**src/rtl/shift_seq_pkg.sv**
```systemverilog
// Shared definitions for the multi-position shift sequencer: op and state
// encodings plus default datapath sizing. Optional build macro ARITH_SHR_EN
// (consumed by shift1_stage) turns OP_SHR into an arithmetic right shift.
package shift_seq_pkg;

    localparam int DEF_W     = 64;
    localparam int DEF_AMT_W = 6;

    typedef enum logic [1:0] {
        OP_SHL = 2'b00,
        OP_SHR = 2'b01,
        OP_ROL = 2'b10,
        OP_ROR = 2'b11
    } op_e;

    typedef enum logic [1:0] {
        ST_IDLE  = 2'd0,
        ST_SHIFT = 2'd1,
        ST_DONE  = 2'd2
    } state_e;

endpackage

```
**src/rtl/shift1_stage.sv**
```systemverilog
// Combinational single-position shift/rotate step.
// Build macro ARITH_SHR_EN: when defined, OP_SHR replicates the MSB
// (arithmetic); otherwise OP_SHR fills the MSB with zero (logical).
module shift1_stage
    import shift_seq_pkg::*;
#(
    parameter int W = DEF_W
) (
    input  logic [W-1:0] x_i,
    input  op_e          op_i,
    output logic [W-1:0] y_o
);

    // One-position step; bits shifted out of a non-rotate op are discarded.
    always_comb begin
        y_o = x_i;
        case (op_i)
            OP_SHL: y_o = {x_i[W-2:0], 1'b0};
`ifdef ARITH_SHR_EN
            OP_SHR: y_o = {x_i[W-1], x_i[W-1:1]};
`else
            OP_SHR: y_o = {1'b0, x_i[W-1:1]};
`endif
            OP_ROL: y_o = {x_i[W-2:0], x_i[W-1]};
            OP_ROR: y_o = {x_i[0], x_i[W-1:1]};
            default: y_o = x_i;
        endcase
    end

endmodule

```
**src/rtl/shift_seq_ctrl.sv**
```systemverilog
// Multi-position shift sequencer: accepts one command, applies the one-bit
// step 'amount' times (one per clock), then holds the result until consumed.
// Build macro ARITH_SHR_EN selects arithmetic right shift inside shift1_stage.
module shift_seq_ctrl
    import shift_seq_pkg::*;
#(
    parameter int W     = DEF_W,
    parameter int AMT_W = DEF_AMT_W
) (
    input  logic             clk,
    input  logic             rst_an,
    input  logic             cmd_valid,
    output logic             cmd_ready,
    input  logic [1:0]       cmd_op,
    input  logic [AMT_W-1:0] cmd_amt,
    input  logic [W-1:0]     cmd_data,
    output logic             rsp_valid,
    input  logic             rsp_ready,
    output logic [W-1:0]     rsp_data,
    output logic             busy
);

    localparam logic [AMT_W-1:0] CNT_ONE = {{(AMT_W-1){1'b0}}, 1'b1};

    state_e           state_q, state_d;
    op_e              op_q, op_d;
    logic [AMT_W-1:0] cnt_q, cnt_d;
    logic [W-1:0]     work_q, work_d;
    logic [W-1:0]     rsp_data_q, rsp_data_d;
    logic [W-1:0]     step_y;

    shift1_stage #(.W(W)) u_step (
        .x_i (work_q),
        .op_i(op_q),
        .y_o (step_y)
    );

    // State, counter, work and result registers; reset aborts any command.
    always_ff @(posedge clk or negedge rst_an) begin
        if (!rst_an) begin
            state_q    <= ST_IDLE;
            op_q       <= OP_SHL;
            cnt_q      <= '0;
            work_q     <= '0;
            rsp_data_q <= '0;
        end else begin
            state_q    <= state_d;
            op_q       <= op_d;
            cnt_q      <= cnt_d;
            work_q     <= work_d;
            rsp_data_q <= rsp_data_d;
        end
    end

    // Next-state and handshake decode. The result register is loaded only
    // on entry to DONE so it keeps the last result while a new command runs.
    always_comb begin
        state_d    = state_q;
        op_d       = op_q;
        cnt_d      = cnt_q;
        work_d     = work_q;
        rsp_data_d = rsp_data_q;
        cmd_ready  = 1'b0;
        rsp_valid  = 1'b0;
        case (state_q)
            ST_IDLE: begin
                cmd_ready = 1'b1;
                if (cmd_valid) begin
                    work_d = cmd_data;
                    op_d   = op_e'(cmd_op);
                    cnt_d  = cmd_amt;
                    if (cmd_amt == '0) begin
                        state_d    = ST_DONE;
                        rsp_data_d = cmd_data;
                    end else begin
                        state_d = ST_SHIFT;
                    end
                end
            end
            ST_SHIFT: begin
                work_d = step_y;
                cnt_d  = cnt_q - CNT_ONE;
                if (cnt_q == CNT_ONE) begin
                    state_d    = ST_DONE;
                    rsp_data_d = step_y;
                end
            end
            ST_DONE: begin
                rsp_valid = 1'b1;
                if (rsp_ready) begin
                    state_d = ST_IDLE;
                end
            end
            default: state_d = ST_IDLE;
        endcase
    end

    assign busy     = (state_q != ST_IDLE);
    assign rsp_data = rsp_data_q;

endmodule
```
**config.mk**
```make
export PLATFORM = sky130hd
export DESIGN_NAME = shift_seq_ctrl
export DESIGN_NICKNAME = d
export VERILOG_FILES = /design/src/rtl/shift_seq_pkg.sv /design/src/rtl/shift1_stage.sv /design/src/rtl/shift_seq_ctrl.sv
export SDC_FILE = /design/constraint.sdc
export NUM_CORES = 1
export LEC_CHECK = 0
export CORE_MARGIN = 1
export CORE_UTILIZATION = 51
export DETAILED_ROUTE_END_ITERATION = 10
export PLACE_DENSITY = 0.8
export SKIP_LAST_GASP = 1
export SLEW_MARGIN = 40
export SYNTH_ARGS = -nofsm -noshare
export SYNTH_HDL_FRONTEND = slang
export SYNTH_SLANG_ARGS = --single-unit
```
**constraint.sdc**
```tcl
create_clock -name clk -period 2.05 [get_ports clk]
set_clock_uncertainty 0.2 [all_clocks]
set_input_delay 0.205 -clock clk [delete_from_list [all_inputs] [get_ports clk]]
set_output_delay 0.205 -clock clk [all_outputs]
set_load 0.03 [all_outputs]
```
==> results of run 1 <==
-- worst max path at each step --
stage | endpoint | from | cells past startpoint | slack (ns)
3_3_place_gp | rsp_data[56] | cmd_amt[4] | 6 | -0.15
5_1_grt | rsp_data[41] | cnt_q[1] | 7 | 0.006
4_1_cts | rsp_data[57] | cnt_q[2] | 5 | 0.02
2_1_floorplan | rsp_data[43] | state_q[0] | 7 | 0.02
3_5_place_dp | rsp_data[57] | cmd_amt[4] | 6 | -0.15
6_report | rsp_data[46] | cnt_q[2] | 6 | 0.04
-- metrics by stage --
step	cells	hold WS (ns)	worst slack (ns)	total power, uW	instance area, um2
detailed placement	909	-0.0456	-0.154	12700	8370
global route	944	0.109	0.00604	16400	8950
finish	944	0.0827	0.0399	15300	8950
floorplan	610	-0.291	0.0235	9980	6620
global placement	909	-0.0500	-0.153	12400	8370
CTS	941	0.0680	0.0201	15400	8880
-- worst register-to-register path, cell delays in order, from the launching register on --
cell      delay [ns]
dfrtp_1         0.39
nor3_2          0.23
nand3b_1        0.17
o22ai_4         0.23
buf_12          0.15
buf_12          0.16
mux2_2          0.36
-- cell families (layout without fill, tap and decap cells) --
group                      Yosys count  after routing
DFF                                138            138
and+or+nand+nor                    127            127
buffers and inverters               73            235
adders and majority gates            2              2
AOI/OAI and AO/OA                  108            108
muxes                              162            162
-- layout make-up --
cell class	instances	area (um2)
clock buffer	28	487
tap	172	215
timing repair buffer	171	1780
inverter	33	124
multi-input combinational	399	2870
clock inverter	3	15.0
fill	935	3670
sequential	138	3460
-- metal layers --
layer / GRT usage, % / wire length, um
met1: 29.8 / 6670
met2: 39.3 / 7590
met3: 5.02 / 532
met4: 12.1 / 480
met5: 0 / 0
-- placed cells by master, fill, tap and decap left out, drive strengths merged, types with 3 or more instances in the layout --
cell type / instances
clkdlybuf4s50: 138
dfrtp: 138
mux2i: 92
nand2: 80
mux2: 70
o21ai: 67
inv: 33
nor2: 32
a21oi: 30
clkbuf: 29
buf: 28
nand3: 5
o211ai: 4
clkinv: 3
dlygate4sd2: 3
-- where the power goes --
group          switching, uW  total [uW]  internal (uW)
clock network           1040        2630           1600
registers                972        5040           4070
logic                   4080        7660           3580
-- sequential cells by signal, summed over array words and instances, names as in the netlist --
register and flops:
rsp_data 64, state_q 2, cnt_q 6, op_q 2
work_q 64
-- what timing repair did --
item / 4_1_cts / 5_1_grt
pin swaps: 0 / 1
buffers inserted: 0 / 1
gates cloned: 0 / 2
resized for setup: 4 / 4
setup endpoints to repair: 3 / 43
hold buffers: 1 / 0
endpoints found under the hold margin: 138 / 0
==> flow_metrics.tcl, run 1 <==
set metrics [dict create \
    path_cells "nor3_2, nand3b_1, o22ai_4, buf_12, buf_12, mux2_2" \
    final_core_utilization_pct 70.9 \
    crit_path_max_incr_delay_ns 0.39 \
    tns_ns 0 \
    fp.dieW_um 116 \
    clkTransAtPathRegs_ns 0.05 \
    grt_max_degree 62 \
    clk_latency_ns 0.41 \
    cp_top_family "simple AND/OR/NAND/NOR gates" \
    synth.largest_area_cell "dfrtp_1" \
    synth.area.mux_share_pct 25.8 \
    yosysSeqAreaShare_pct 52.2 \
    grt_pass1_wl_um 24400 \
    regToRegStartpoint "cnt_q[2]" \
    critical_path_class "flip-flop to flip-flop" \
    clkSinkCount 138 \
    asyncSetResetFlopFracSynth_pct 100 \
    hold_path_class "input port to async pin" \
    initial_core_util_pct 52.4 \
    syn_to_final_growth_pct 35.3 \
    leakage_uw 0.00377 \
    period_needed_ns 2.01 \
    power_density_nw_per_um2 1710 \
    grt_pass1_vias 5107 \
    yosys_register_bits 138 \
    crit_path_top_delay_cell "dfrtp_1" \
    drtIter0Drc 279 \
    synthTopCellsByArea "dfrtp_1 52%, mux2i_1 14%, mux2_2 12%" \
    clk_path_buf_depth 2 \
    cp-start-kind "flip-flop" \
    worst_ep_arrival_time_ns 2.10 \
    hold_violations 0 \
    drc 0 \
    crit_path_frequent_cell "buf_12" \
    synthSimpleGateAreaFrac_pct 7.98 \
    reg2reg_slack_ns 0.04 \
    crit_path_end_kind "flip-flop" \
    wl_um 15300 \
    cap_violations 0 \
    root_buffer "clkbuf_16" \
    synth_warnings 0 \
    peakVddDrop_mv 0.838 \
    routed-via-count 5037 \
    finalCritPeriodShare_pct 98.1 \
    cts_tree "built" \
    rsz0062_at_grt "no" \
    synth_compound_area_share_pct 8.59 \
    ys_top_cells_by_count "138 x dfrtp_1, 92 x mux2i_1, 80 x nand2_1, 70 x mux2_2, 67 x o21ai_0" \
    r2r-end "rsp_data[46]" \
    ant_nets 0 \
    status "finished, final reports clean" \
    num_io_pins 143 \
    viasPerCell 5.34 \
    syn_nets 688 \
    n_antenna_cell 0 \
    ys_types 32 \
    synth_cells 610 \
    syn-cell-area_um2 6620 \
    relSlewSlack_pct 70.9 \
    worstPathMaxFanout 14 \
    hpwl_um 10600 \
    r2r_cells 6 \
    overflow 0 \
    yosysTopAreaCellShare_pct 52.2 \
    htreeDepth 4 \
    nets 838 \
    die_area_um2 13400 \
    synth_most_common_cell "dfrtp_1" \
    synth_enable_flop_cells 0 \
    grt_antenna_before_repair 0 \
    cp.buffers_inverters 2 \
    first_pass_iters 4 \
    port_buffers 142 \
    core.rowCount 41 \
    die_y_um 116 \
    setup_violations 0 \
    wl_per_cell_um 16.2 \
    core_um2 12600 \
    synth_top_family_by_area "multiplexers" \
    fmax_ghz 0.497 \
    crit_required_ns 2.14 \
    synth_xor_area_share_pct 0 \
    routabilityCongestion 0.837 \
    drive_gt1_share_pct 16.8 \
    ys.flop_type "dfrtp_1" \
    drv_slew 0 \
    tightestPinTransition_ns 0.436 \
    numCtsBuffers 17 \
    grt_util_all_layers_pct 23.8 \
    syn_area_per_cell_um2 10.8 \
    synthAdderAreaFrac_pct 0.378 \
]
No activity file was read; power rests on OpenSTA's default activity.
==> inputs of run 2 (changes only) <==
--- a/config.mk
+++ b/config.mk
@@ -6,9 +6,9 @@
 export NUM_CORES = 1
 export LEC_CHECK = 0
 export CORE_MARGIN = 1
-export CORE_UTILIZATION = 51
+export CORE_UTILIZATION = 45
 export DETAILED_ROUTE_END_ITERATION = 10
-export PLACE_DENSITY = 0.8
+export DONT_BUFFER_PORTS = 1
 export SKIP_LAST_GASP = 1
 export SLEW_MARGIN = 40
 export SYNTH_ARGS = -nofsm -noshare
==> flow_metrics.tcl, run 2 (synthesized netlist as in run 1, its figures left out) <==
set metrics [dict create \
    grt_pass1_vias 4625 \
    critical_path_class "flip-flop to flip-flop" \
    cp.buffers_inverters 2 \
    multi_input_area_um2 2890 \
    power_density_nw_per_um2 1730 \
    wl_met2_um 6980 \
    drtIter0Drc 249 \
    syn_to_final_growth_pct 27.8 \
    status "finished with violations" \
    cts_hold_buf 76 \
    initial_core_util_pct 46.9 \
    critical_path.startpoint "cnt_q[2]" \
    grt_util_all_layers_pct 19.9 \
    relSlewSlack_pct 76.8 \
    final_common_cell "dfrtp_1" \
    r2r_cells 6 \
    clk_latency_ns 0.41 \
    cp-start-kind "flip-flop" \
    final_core_utilization_pct 60.0 \
    routed-via-count 4661 \
    grt_antenna_before_repair 0 \
    period_needed_ns 2.00 \
    power.total_uw 14600 \
    first_pass_iters 4 \
    crit_required_ns 2.14 \
    whs_ns -0.713 \
    nets 773 \
    core.rowCount 43 \
    fmax_ghz 0.501 \
    die_y_um 123 \
    drive_gt1_share_pct 19.8 \
    violations "hold timing" \
    final_cell_mix "137 x dfrtp_1, 92 x mux2i_1, 80 x nand2_1, 76 x dlygate4sd3_1" \
    port_buffers 0 \
    fillers 1177 \
    leakage_uw 0.00359 \
    hold_path_class "input port to async pin" \
    crit_path_end_kind "flip-flop" \
    htreeDepth 4 \
    die_area_um2 15200 \
    regToRegStartpoint "cnt_q[2]" \
    clk_path_buf_depth 2 \
    root_buffer "clkbuf_16" \
    crit_path_top_delay_cell "dfrtp_1" \
    wl_per_cell_um 16.7 \
    routabilityCongestion 0.784 \
    peakVddDrop_mv 0.743 \
    clkSinkCount 138 \
    drc 0 \
    wl_um 14800 \
    ant_nets 0 \
    drt-met1-wl_um 6770 \
    path_cells "nor3_2, nand3b_1, o22ai_4, buf_12, buf_12, mux2_2" \
    overflow 0 \
    viasPerCell 5.25 \
    grt_pass1_wl_um 23100 \
    clkTransAtPathRegs_ns 0.06 \
    finalCritPeriodShare_pct 97.4 \
    cts_tree "built" \
    fp.dieW_um 123 \
    tightestPinTransition_ns 0.344 \
    cap_violations 0 \
    numCtsBuffers 17 \
    drv_slew 0 \
    worst_ep_arrival_time_ns 2.09 \
    hold_violations 138 \
    ff_latch_area_um2 3460 \
    crit_path_max_incr_delay_ns 0.39 \
    rsz0062_at_grt "yes" \
    n_antenna_cell 0 \
    crit_path_frequent_cell "buf_12" \
    worstPathMaxFanout 14 \
    dr.max_layer_used "met4" \
    dr_wl_met3_um 773 \
    reg2reg_slack_ns 0.05 \
    setup_violations 0 \
    cp_top_family "flip-flops" \
    core_um2 14100 \
    hpwl_um 9030 \
    grt_max_degree 139 \
    r2r-end "rsp_data[46]" \
    num_io_pins 143 \
]
run 2: cell types whose count changed in the layout (fill, tap and decap cells not counted), sizes merged, moves of 2 or more:
cell / change
clkbuf: -5
dlygate4sd3: +75
clkinvlp: +3
bufinv: +2
clkinv: +2
dlygate4sd2: -3
clkdlybuf4s50: -138
run 2: how the worst max path moves through the flow:
stage / to / cells after the start / slack (ns)
after floorplan: rsp_data[43] / 7 / 0.02
after global placement: rsp_data[61] / 5 / 0.05
after detailed placement: rsp_data[27] / 6 / 0.02
after CTS: rsp_data[37] / 5 / -0.003
after global routing: rsp_data[48] / 6 / -0.04
final: rsp_data[46] / 6 / 0.05
run 2: metrics by stage:
| stage | cells | hold WS [ns] | area [um2] | TNS (ns) | setup slack [ns] |
|---|---|---|---|---|---|
| 2_1_floorplan | 610 | -0.291 | 6620 | 0 | 0.0235 |
| 3_3_place_gp | 771 | -0.285 | 6910 | 0 | 0.0502 |
| 3_5_place_dp | 771 | -0.285 | 6910 | 0 | 0.0173 |
| 4_1_cts | 880 | -0.737 | 8320 | -0.00974 | -0.00349 |
| 5_1_grt | 888 | -0.741 | 8450 | -0.800 | -0.0357 |
| 6_report | 888 | -0.713 | 8450 | 0 | 0.0543 |
run 2: area by class of cell:
class                      count  area share, %
clock inverter                10           1.36
timing repair buffer         106           13.6
sequential                   138           40.9
clock buffer                  22           5.85
inverter                      33           1.47
tap                          180           2.66
multi-input combinational    399           34.1
run 2: worst register-to-register path, cell delays in order, from the launching register on:
cell	delay [ns]
dfrtp_1	0.39
nor3_2	0.20
nand3b_1	0.19
o22ai_4	0.23
buf_12	0.16
buf_12	0.16
mux2_2	0.35
run 2: report_power, final:
| group | total [uW] | internal [uW] | switching [uW] |
|---|---|---|---|
| combinational | 5340 | 2670 | 2670 |
| sequential | 6190 | 4050 | 2140 |
| clock | 3090 | 1950 | 1140 |
run 2: timing repair:
action                                  4_1_cts  5_1_grt
cloned                                        1        2
gates resized for setup                       0        7
pin swaps                                     0        2
endpoints found under the setup margin        3       61
hold endpoints to repair                    276      138
buffers inserted                              0        6
run 2: metal layers:
metal / vias up / global-route usage, %
met1: 2244 / 26.6
met4: 0 / 9.11
li1: 2271 / -
met3: 21 / 4.89
met2: 125 / 30.5
met5: - / 0
==> inputs of run 3 (changes only) <==
--- a/config.mk
+++ b/config.mk
@@ -9,6 +9,7 @@
 export CORE_UTILIZATION = 45
 export DETAILED_ROUTE_END_ITERATION = 10
 export DONT_BUFFER_PORTS = 1
+export SKIP_CTS_REPAIR_TIMING = 1
 export SKIP_LAST_GASP = 1
 export SLEW_MARGIN = 40
 export SYNTH_ARGS = -nofsm -noshare
==> flow_metrics.tcl, run 3 (synthesized netlist as in run 1, its figures left out) <==
set metrics [dict create \
    die_area_um2 15200 \
    overflow 0 \
    tightestPinTransition_ns 0.377 \
    regToRegStartpoint "cnt_q[2]" \
    initial_core_util_pct 46.9 \
    drtIter0Drc 263 \
    n_antenna_cell 0 \
    fillers 1167 \
    path_cells "nor3_2, nand3b_1, o22ai_4, buf_12, clkbuf_16, mux2_2" \
    crit_required_ns 2.15 \
    crit_path_top_delay_cell "dfrtp_1" \
    cp_top_family "simple AND/OR/NAND/NOR gates" \
    grt_pass1_wl_um 21500 \
    first_pass_iters 4 \
    cp-start-kind "flip-flop" \
    hpwl_um 9030 \
    core.rowCount 43 \
    fmax_ghz 0.499 \
    nets 775 \
    num_io_pins 143 \
    status "finished with violations" \
    grt_util_all_layers_pct 18.6 \
    drc 0 \
    r2r_cells 6 \
    clkSinkCount 138 \
    wl_um 15100 \
    relSlewSlack_pct 74.5 \
    worstPathMaxFanout 13 \
    busiest_layer "met2" \
    use_met2_pct 27.7 \
    setup_violations 0 \
    fp.dieW_um 123 \
    power_density_nw_per_um2 1740 \
    drv_slew 0 \
    critical_path_class "flip-flop to flip-flop" \
    clkTransAtPathRegs_ns 0.06 \
    use_met3_pct 5.63 \
    routabilityCongestion 0.784 \
    numCtsBuffers 17 \
    peakVddDrop_mv 0.723 \
    drive_gt1_share_pct 20.1 \
    violations "hold timing" \
    grt_pass1_vias 4262 \
    leakage_uw 0.00367 \
    worst_ep_arrival_time_ns 2.10 \
    grt_max_degree 139 \
    port_buffers 0 \
    crit_path_max_incr_delay_ns 0.39 \
    core_um2 14100 \
    viasPerCell 5.22 \
    htreeDepth 4 \
    ant_nets 0 \
    met1_usage_pct 24.9 \
    final_cell_mix "137 x dfrtp_1, 92 x mux2i_1, 80 x nand2_1, 75 x dlygate4sd3_1, 67 x o21ai_0" \
    tns_ns 0 \
    period_needed_ns 2.00 \
    wl_per_cell_um 17.0 \
    rsz0062_at_grt "yes" \
    r2r-end "rsp_data[52]" \
    crit_path_end_kind "flip-flop" \
    final_common_cell "dfrtp_1" \
    die_y_um 123 \
    hold_path_class "input port to async pin" \
    clk_latency_ns 0.41 \
    cp.buffers_inverters 2 \
    grt_antenna_before_repair 0 \
    clk_path_buf_depth 2 \
    whs_ns -0.707 \
    syn_to_final_growth_pct 29.0 \
    reg2reg_slack_ns 0.05 \
    routed-via-count 4644 \
    cts_tree "built" \
    finalCritPeriodShare_pct 97.8 \
    hold_violations 138 \
    cap_violations 0 \
    power.total_uw 14800 \
    root_buffer "clkbuf_16" \
]
run 3: cell types whose count changed in the layout (fill, tap and decap cells not counted), moves of 2 or more:
cell	previous run	this run
mux2_4	3	18
buf_6	0	3
clkbuf_16	19	21
mux2_2	67	52
run 3: metal layers:
layer	wire [um]	up-vias
li1	-	2269
met3	765	18
met4	250	0
met1	7010	2239
met2	7090	118
met5	0	-
run 3: worst max path at each step:
stage          startpoint           end  slack (ns)  cells after the start
3_5_place_dp     cnt_q[2]  rsp_data[27]        0.02                      6
4_1_cts          cnt_q[2]  rsp_data[21]       -0.01                      6
5_1_grt          cnt_q[2]      cnt_q[5]       -0.11                      5
6_report         cnt_q[2]  rsp_data[52]        0.05                      6
2_1_floorplan  state_q[0]  rsp_data[43]        0.02                      7
3_3_place_gp     cnt_q[2]  rsp_data[61]        0.05                      5
run 3: power breakdown:
part           switching (uW)  internal, uW  leakage (uW)
sequential               2150          4050       0.00168
combinational            2730          2780       0.00169
clock                    1150          1950      0.000294
run 3: cell type report:
| cell class | instances | area, um2 | share of cell area [%] |
|---|---|---|---|
| sequential | 138 | 3460 | 40.5 |
| multi-input combinational | 399 | 2940 | 34.4 |
| timing repair buffer | 108 | 1180 | 13.8 |
| clock buffer | 22 | 494 | 5.79 |
| tap | 180 | 225 | 2.64 |
| inverter | 33 | 124 | 1.45 |
| clock inverter | 10 | 115 | 1.35 |
run 3: per-stage QoR:
step	instances	area [um2]	utilization, %	worst slack, ns
floorplan	610	6620	-	0.0235
global placement	771	6910	49.1	0.0502
detailed placement	771	6910	49.1	0.0173
CTS	803	7520	53.4	-0.0130
global route	890	8530	60.5	-0.106
finish	890	8530	60.5	0.0453
